[config.mk]
export PLATFORM = sky130hd
export DESIGN_NAME = fetch_ctrl
export DESIGN_NICKNAME = d
export VERILOG_FILES = /design/src/rtl/fetch_pkg.sv /design/src/rtl/fetch_ctrl_stats.sv /design/src/rtl/fetch_ctrl.sv
export SDC_FILE = /design/constraint.sdc
export NUM_CORES = 1
export LEC_CHECK = 0
export CORE_ASPECT_RATIO = 1.25
export CORE_MARGIN = 4
export CORE_UTILIZATION = 33
export DETAILED_ROUTE_END_ITERATION = 16
export GPL_TIMING_DRIVEN = 0
export PLACE_DENSITY = 0.89
export RECOVER_POWER = 50
export SLEW_MARGIN = 20
export SYNTH_ARGS = -nofsm -noshare
export SYNTH_HDL_FRONTEND = slang
export SYNTH_HIERARCHICAL = 1
export SYNTH_SLANG_ARGS = --single-unit
[constraint.sdc]
create_clock -name clk -period 1.2 [get_ports clk]
set_input_delay 0.12 -clock clk [delete_from_list [all_inputs] [get_ports clk]]
set_output_delay 0.12 -clock clk [all_outputs]
set_load 0.005 [all_outputs]
[src/rtl/fetch_pkg.sv]
// Shared definitions for the fetch sequencing controller: state encoding,
// fetch-unit exception codes and the default memory map / exception vector.
package fetch_pkg;

   typedef enum logic [1:0] {
      RUN     = 2'd0,
      HOLD_BR = 2'd1,
      FAULT   = 2'd2
   } fetch_state_e;

   localparam logic [4:0]  NO_EXC          = 5'd0;
   localparam logic [4:0]  ADEL            = 5'd4;

   localparam logic [31:0] IM_INIT_DEF     = 32'h0000_3000;
   localparam logic [31:0] IM_END_DEF      = 32'h0000_4FFC;
   localparam logic [31:0] HANDLER_PC_DEF  = 32'h0000_4180;

endpackage : fetch_pkg

[src/rtl/fetch_ctrl_stats.sv]
// Redirect / exception event counters for the fetch controller.
// Only instantiated when FETCH_CTRL_STATS_EN is defined.
module fetch_ctrl_stats (
   input  logic        clk,
   input  logic        Reset,
   input  logic        redirect_i,
   input  logic        exc_i,
   output logic [31:0] redirect_cnt_o,
   output logic [31:0] exc_cnt_o
);

   logic [31:0] redirect_cnt_q;
   logic [31:0] redirect_cnt_d;
   logic [31:0] exc_cnt_q;
   logic [31:0] exc_cnt_d;

   // Next counter values; both wrap naturally at 2^32.
   always_comb begin
      redirect_cnt_d = redirect_cnt_q;
      exc_cnt_d      = exc_cnt_q;
      if (redirect_i) begin
         redirect_cnt_d = redirect_cnt_q + 32'd1;
      end else begin
         redirect_cnt_d = redirect_cnt_q;
      end
      if (exc_i) begin
         exc_cnt_d = exc_cnt_q + 32'd1;
      end else begin
         exc_cnt_d = exc_cnt_q;
      end
   end

   // Counter registers, cleared by the synchronous reset.
   always_ff @(posedge clk) begin
      if (Reset) begin
         redirect_cnt_q <= 32'd0;
         exc_cnt_q      <= 32'd0;
      end else begin
         redirect_cnt_q <= redirect_cnt_d;
         exc_cnt_q      <= exc_cnt_d;
      end
   end

   assign redirect_cnt_o = redirect_cnt_q;
   assign exc_cnt_o      = exc_cnt_q;

endmodule : fetch_ctrl_stats

[src/rtl/fetch_ctrl.sv]
// Fetch sequencing controller: arbitrates exception entry, ERET, branch
// resolution and hazard stalls in front of the instruction fetch unit.
// Redirect outputs are combinational (zero-cycle redirect); state and the
// pending branch target are registered.
// Optional feature: define FETCH_CTRL_STATS_EN to add redirect_cnt/exc_cnt.
module fetch_ctrl
   import fetch_pkg::*;
#(
   parameter logic [31:0] HANDLER_PC = HANDLER_PC_DEF,
   parameter logic [31:0] IM_INIT    = IM_INIT_DEF,
   parameter logic [31:0] IM_END     = IM_END_DEF
) (
   input  logic        clk,
   input  logic        Reset,
   input  logic        stall_req,
   input  logic        br_valid,
   input  logic [31:0] br_target,
   input  logic        exc_req,
   input  logic        eret_req,
   input  logic [31:0] epc,
   input  logic [4:0]  fetch_exc,
   output logic        stall_pc,
   output logic        if_jump,
   output logic [31:0] next_pc,
   output logic        if_handler,
   output logic [31:0] handler_pc,
   output logic        flush_fd,
`ifdef FETCH_CTRL_STATS_EN
   output logic [31:0] redirect_cnt,
   output logic [31:0] exc_cnt,
`endif
   output logic        fault_hold
);

   // The exception vector must lie inside the instruction memory window.
   if ((IM_INIT > IM_END) || (HANDLER_PC < IM_INIT) || (HANDLER_PC > IM_END)) begin : g_bad_cfg
      $error("fetch_ctrl: HANDLER_PC outside [IM_INIT, IM_END]");
   end

   fetch_state_e state_q;
   fetch_state_e state_d;
   logic [31:0]  pend_pc_q;
   logic [31:0]  pend_pc_d;

   // State and pending-target registers.
   always_ff @(posedge clk) begin
      if (Reset) begin
         state_q   <= RUN;
         pend_pc_q <= 32'd0;
      end else begin
         state_q   <= state_d;
         pend_pc_q <= pend_pc_d;
      end
   end

   // Next-state selection; exception and ERET pull every state back to RUN
   // and throw away any buffered branch target.
   always_comb begin
      state_d   = state_q;
      pend_pc_d = pend_pc_q;
      if (exc_req || eret_req) begin
         state_d   = RUN;
         pend_pc_d = 32'd0;
      end else begin
         case (state_q)
            RUN: begin
               if (br_valid && stall_req) begin
                  state_d   = HOLD_BR;
                  pend_pc_d = br_target;
               end else if (br_valid || stall_req) begin
                  state_d = RUN;
               end else if (fetch_exc != NO_EXC) begin
                  state_d = FAULT;
               end else begin
                  state_d = RUN;
               end
            end
            HOLD_BR: begin
               if (stall_req) begin
                  state_d = HOLD_BR;
                  // Newest resolved branch replaces the buffered one.
                  if (br_valid) begin
                     pend_pc_d = br_target;
                  end else begin
                     pend_pc_d = pend_pc_q;
                  end
               end else begin
                  state_d = RUN;
               end
            end
            FAULT: begin
               state_d = FAULT;
            end
            default: begin
               state_d   = RUN;
               pend_pc_d = 32'd0;
            end
         endcase
      end
   end

   // Redirect outputs, decided in the same cycle as the requests.
   always_comb begin
      stall_pc   = 1'b0;
      if_jump    = 1'b0;
      next_pc    = br_target;
      if_handler = 1'b0;
      handler_pc = HANDLER_PC;
      flush_fd   = 1'b0;
      fault_hold = 1'b0;
      if (Reset) begin
         flush_fd = 1'b1;
         next_pc  = 32'd0;
      end else begin
         fault_hold = (state_q == FAULT);
         if (exc_req) begin
            if_handler = 1'b1;
            flush_fd   = 1'b1;
         end else if (eret_req) begin
            if_handler = 1'b1;
            handler_pc = epc;
            flush_fd   = 1'b1;
         end else begin
            case (state_q)
               RUN: begin
                  if (br_valid && !stall_req) begin
                     // Delay slot already in IF/ID executes, so no flush.
                     if_jump = 1'b1;
                  end else if (stall_req) begin
                     stall_pc = 1'b1;
                  end else begin
                     stall_pc = 1'b0;
                  end
               end
               HOLD_BR: begin
                  if (stall_req) begin
                     stall_pc = 1'b1;
                  end else begin
                     if_jump = 1'b1;
                     next_pc = pend_pc_q;
                  end
               end
               FAULT: begin
                  stall_pc = 1'b1;
               end
               default: begin
                  stall_pc = 1'b0;
               end
            endcase
         end
      end
   end

`ifdef FETCH_CTRL_STATS_EN
   fetch_ctrl_stats u_stats (
      .clk            (clk),
      .Reset          (Reset),
      .redirect_i     (if_jump | if_handler),
      .exc_i          (exc_req & ~Reset),
      .redirect_cnt_o (redirect_cnt),
      .exc_cnt_o      (exc_cnt)
   );
`endif

endmodule : fetch_ctrl

==> results.yml, run 1 <==
outcome:
  status: "finished with violations"
  violations: "setup timing"
timing:
  fin_skew_ns: 0.006130
  setup_ws_ns: -0.5366
  hold_violations: 0
  max_freq_mhz: 575.8
  slew_viol_final: 0
  post-route-period-util_pct: 144.7
  tightest_slew_ns: 0.4008
  setup_violations: 68
  fin_crit_ns: 1.737
  rsz0062_at_grt: "true"
  relSlewSlack_pct: 73.28
job:
  drv_cap: 0
synth:
  synth_top_area_share_pct: 31.25
  seq_area_frac_synth_pct: 31.25
  synthCells: 237
  synth.area.top_cells: "dfxtp_1 31%, nand2b_1 20%, mux2i_1 15%, a22o_1 13%, and2_1 8.3%"
  syn_area_per_cell_sq_um: 9.191
  synth_nets: 312
  synth_area_leader_cell: "dfxtp_1"
  synth-seq-cells: 34
  ys_types: 20
  syn-cell-area_sq_um: 2178
  ys_warn_count: 6
setup_path:
  cp-end-kind: "primary output"
  cp_slowest_stage_delay_ns: 0.34
  path_cells: "nor2_1 -> and3_1 -> buf_6 -> buf_12 -> buf_8 -> mux2i_1 -> buf_2"
  cp_slowest_cell: "dfxtp_4"
  path_max_fanout: 6
  critical_path_required_ns: 1.08
  rr_worst_depth: 7
  start_kind: "flop"
  critPathKind: "flop to primary output"
  crit_arrival_ns: 1.62
routing:
  detail-route-antenna-nets: 0
  drtIter0Drc: 57
  drcViolationCount: 0
  drt_pass1_iterations: 4
  via_per_inst: 4.854
  avgRoutedWirePerCell_um: 15.13
  vias: 2427
  wl_um: 7563
placement:
  dp_hpwl_um: 5609
  gp_congestion: 0.7382
  numPortBuffers: 143
  place_ws_ns: -1.127
pwr:
  pwr-share-comb_pct: 25.9
  p_seq_share_pct: 44.2
  p_per_area_nw_per_um2: 654.0
  irDropWorstVdd_uv: 422.0
  p_total_w: 0.002597
  pwr-share-clk_pct: 29.9
  power.leakage_nw: 1.679
  switching_share_pct: 23.85
  p_int_w: 0.001978
  p_sw_w: 0.0006195
grt:
  grt_antenna_before_repair: 0
  grt-ovfl-total: 0
  grt_usage_pct: 18.34
  grt_pass1_wl_um: 11480
  grt_max_degree: 11
  first_global_vias: 2512
min_path:
  whs_path_depth: 4
  hold_path_class: "input pin to flop"
floorplanning:
  coreArea_sq_um: 6286
  die_area_sq_um: 7973
  die_x_um: 80.67
  io_pins: 144
  die_h_um: 98.84
  initial_core_util_pct: 34.65
  rows: 32
clocking:
  clk_pin_slew_worst_paths_ns: 0.07
  root_buffer: "clkbuf_8"
  clock_latency_ns: 0.28
  htree_num_levels: 2
  clock_path_buffers: 2
  cts_sinks: 34
  postCtsHoldBufs: 0
  cts_tree: "done"
  cts_made_buffers: 5
finish:
  fillCellCount: 570
  multi_input_area_sq_um: 1383
  final_cell_mix: "70 x clkdlybuf4s50_1, 68 x nand2b_1, 58 x buf_2"
  drive_gt1_share_pct: 30.60
  nNetsFinal: 490
  n_antenna_cell: 0
  area_delta_synth_final_pct: 82.31
  final_common_cell: "clkdlybuf4s50_1"
  regArea_sq_um: 685.7
-- critical path: cells and delay by family, from the launching register on --
kind,cells,cell delay [ns]
buffers and inverters,4,0.51
flip-flops,1,0.34
multiplexers,1,0.22
AND/OR/NAND/NOR,2,0.26
-- cell families (layout without fill, tap and decap cells) --
kind of cell,count (synthesis),count (layout),synth area share [%]
AO/OA/AOI/OAI,36,36,14.76
buffers and inverters,22,200,6.950
flip-flops,34,34,31.25
multiplexers,32,32,14.70
AND/OR/NAND/NOR,113,113,32.34
-- timing repair --
item,CTS,global route
pin swaps,7,23
buffers inserted,18,4
cloned,4,3
gates resized for setup,309,25
endpoints found under the setup margin,101,80
endpoints found under the hold margin,0,0
-- metal layers --
layer	track usage (%)	vias up	routed length (um)
met5	0	-	0
met3	4.570	16	609
met2	34.63	121	4051
met4	6.762	0	203
met1	19.01	1122	2698
li1	-	1168	-
-- cell type report --
| type | count | area share (%) |
|---|---|---|
| multi-input combinational | 181 | 34.81 |
| tap | 85 | 2.678 |
| buffer | 21 | 5.860 |
| clock buffer | 7 | 1.922 |
| inverter | 1 | 0.09452 |
| timing repair buffer | 171 | 37.37 |
| sequential | 34 | 17.27 |
-- Yosys cell counts, drive strengths merged --
| master | count |
|---|---|
| a21oi | 1 |
| a221oi | 1 |
| a22o | 32 |
| and2 | 29 |
| and3 | 2 |
| buf | 10 |
| clkbuf | 11 |
| dfxtp | 34 |
| inv | 1 |
| mux2i | 32 |
| nand2b | 68 |
| nor2 | 6 |
| nor2b | 1 |
| nor3 | 4 |
| nor3b | 1 |
| o21ai | 2 |
| or2b | 1 |
| or4 | 1 |
-- power groups by stage --
stage / registers (W) / logic [W] / clock network (W)
floorplan: 0.00117 / 0.000203 / 0
global placement: 0.00118 / 0.000679 / 0
detailed placement: 0.00118 / 0.000688 / 0
CTS: 0.00115 / 0.000656 / 0.000802
global route: 0.00115 / 0.000729 / 0.000849
finish: 0.00115 / 0.000672 / 0.000776
-- metrics by stage --
step / util (%) / setup TNS [ns] / instance area, sq um / hold WS, ns / cells
after floorplan: - / -0.07083 / 2183 / 0.2455 / 237
after CTS: 61.64 / -21.25 / 3875 / 0.1091 / 494
after detailed placement: 59.20 / -88.38 / 3721 / 0.4663 / 465
final: 63.18 / -28.42 / 3971 / 0.1205 / 500
after global placement: 59.20 / -87.07 / 3721 / 0.4615 / 465
after global routing: 63.18 / -34.24 / 3971 / 0.1371 / 500
-- flip-flops by register name, indices dropped and copies added, names as in the netlist --
register	count
state_q	2
pend_pc_q	32
-- final timing paths --
check / startpoint / endpoint / slack (ns)
min reg2reg: pend_pc_q[20]$_SDFFE_PP0P_ / pend_pc_q[20]$_SDFFE_PP0P_ / 0.48
max reg2reg: state_q[1]$_SDFF_PP0_ / pend_pc_q[1]$_SDFFE_PP0P_ / -0.41
min: eret_req / state_q[1]$_SDFF_PP0_ / 0.12
max: state_q[1]$_SDFF_PP0_ / next_pc[26] / -0.54
Power figures use the tool's default switching activity.
==> inputs of run 2 (changes only) <==
Settings changed: SKIP_CTS_REPAIR_TIMING set to 1.
==> run 2 against run 1 <==
Net effect:
- the flow still finishes with violations (setup timing)
- cell count decreased by 1.2%
- clock skew fell by 0.0028 ns
- setup slack improved by 0.016 ns
- clock-buffer cell count unchanged
- sequential share of layout area barely moved
- sequential cell count unchanged
- hold slack improved by 0.053 ns
- non-clock buffer count fell by 6
- via count shrank 2.8%
- first-iteration DRC count grew 8.8%
- total power shrank 0.54%
- critical path type unchanged
- largest power group unchanged
==> results.yml, run 2 (synthesized netlist as in run 1, its figures left out) <==
min_path:
  whs_path_depth: 4
  hold_end: "state_q[1]$_SDFF_PP0_"
  hp-start: "exc_req"
  hold_path_class: "input pin to flop"
outcome:
  status: "finished with violations"
  violations: "setup timing"
pwr:
  p_per_area_nw_per_um2: 646.6
  irDropWorstVdd_uv: 405.0
  power.leakage_nw: 1.990
grt:
  grt_usage_pct: 16.90
  first_global_vias: 2349
  grt_max_degree: 11
  grt-ovfl-total: 0
  grt_antenna_before_repair: 0
  grt_pass1_wl_um: 10640
routing:
  detail-route-antenna-nets: 0
  vias: 2360
  drtIter0Drc: 62
  avgRoutedWirePerCell_um: 15.10
  wl_um: 7457
  drcViolationCount: 0
  via_per_inst: 4.777
  drt_pass1_iterations: 4
placement:
  dp_cells: 465
  gp_congestion: 0.7382
  numPortBuffers: 143
  dp_hpwl_um: 5609
finish:
  n_antenna_cell: 0
  regArea_sq_um: 688.2
  reg_top3: "pend_pc_q (32), state_q (2)"
  final_cell_mix: "69 x clkdlybuf4s50_1, 68 x nand2b_1, 39 x buf_2"
  top_register: "pend_pc_q"
  fillCellCount: 548
  nNetsFinal: 484
  multi_input_area_sq_um: 1403
  largest_reg_flops: 32
  drive_gt1_share_pct: 27.87
  post-route-util_pct: 63.55
  final_cell_count_no_fill: 494
  final_common_cell: "clkdlybuf4s50_1"
  area_delta_synth_final_pct: 83.40
setup_path:
  start_kind: "flop"
  cp_slowest_cell: "dfxtp_4"
  critical_path_required_ns: 1.08
  r2r-start: "state_q[1]$_SDFF_PP0_"
  rr_worst_depth: 7
  reg2reg_setup_slack_ns: -0.35
  path_max_fanout: 6
  cp_slowest_stage_delay_ns: 0.36
  crit_arrival_ns: 1.60
  cp_top_family: "buffers and inverters"
  path_buf_inv: 4
  critPathKind: "flop to primary output"
  path_cells: "nor2_2 -> and3_1 -> buf_6 -> buf_12 -> buf_4 -> mux2i_2 -> buf_2"
  cp-end-kind: "primary output"
  r2r_end: "pend_pc_q[3]$_SDFFE_PP0P_"
floorplanning:
  io_pins: 144
  rows: 32
  die_x_um: 80.67
  die_area_sq_um: 7973
  coreArea_sq_um: 6286
  initial_core_util_pct: 34.65
  die_h_um: 98.84
timing:
  rsz0062_at_grt: "true"
  fin_skew_ns: 0.003301
  hold_violations: 0
  relSlewSlack_pct: 72.08
  tightest_slew_ns: 0.4188
  fin_crit_ns: 1.720
  setup_violations: 67
  post-route-period-util_pct: 143.3
  max_freq_mhz: 581.3
  slew_viol_final: 0
  setup_ws_ns: -0.5202
job:
  drv_cap: 0
clocking:
  cts_tree: "done"
  root_buffer: "clkbuf_8"
  htree_num_levels: 2
  clk_pin_slew_worst_paths_ns: 0.06
  cts_sinks: 34
  clock_latency_ns: 0.28
  clock_path_buffers: 2
  cts_made_buffers: 5
run 2: metal layers:
metal,vias up,wire length (um),track usage [%]
li1,1150,-,-
met1,1088,2558,17.42
met2,113,4041,30.74
met3,9,751,5.576
met4,0,105,6.892
met5,-,0,0
run 2: metrics by stage:
step | setup TNS (ns) | area, sq um | worst slack [ns] | hold slack (ns) | total power, W
6_report | -24.84 | 3995 | -0.5202 | 0.1737 | 0.002583
5_1_grt | -30.47 | 3995 | -0.6132 | 0.1872 | 0.002718
4_1_cts | -79.41 | 3797 | -1.137 | 0.4552 | 0.002644
3_5_place_dp | -88.38 | 3721 | -1.127 | 0.4663 | 0.001865
3_3_place_gp | -87.07 | 3721 | -1.096 | 0.4615 | 0.001855
2_1_floorplan | -0.07083 | 2183 | -0.002361 | 0.2455 | 0.001377
run 2: power breakdown:
group / internal, W / switching [W]
clock: 0.000399 / 0.000373
combinational: 0.000433 / 0.000231
sequential: 0.00114 / 0.00000845
total: 0.00197 / 0.000612
run 2: how the worst max path moves through the flow:
stage,from,endpoint,slack [ns],cells past startpoint
final,state_q[1]$_SDFF_PP0_,next_pc[12],-0.52,7
after global routing,state_q[1]$_SDFF_PP0_,next_pc[17],-0.61,7
after CTS,Reset,handler_pc[27],-1.14,5
after detailed placement,Reset,handler_pc[27],-1.13,5
after global placement,Reset,handler_pc[27],-1.10,5
after floorplan,state_q[1]$_SDFF_PP0_,next_pc[10],-0.002,5
run 2: final cells by class:
class,count,share of cell area [%]
Tap cell,85,2.662
Multi-Input combinational cell,181,35.11
Sequential cell,34,17.23
Inverter,1,0.09396
Buffer,21,5.355
Clock buffer,7,1.910
Timing Repair Buffer,165,37.64
run 2: worst reg2reg max path, cell delays in order (launching register included):
cell	delay [ns]
dfxtp_4	0.36
buf_4	0.14
buf_4	0.13
nor2b_2	0.17
and3_1	0.20
clkbuf_4	0.19
buf_6	0.15
a22o_1	0.15
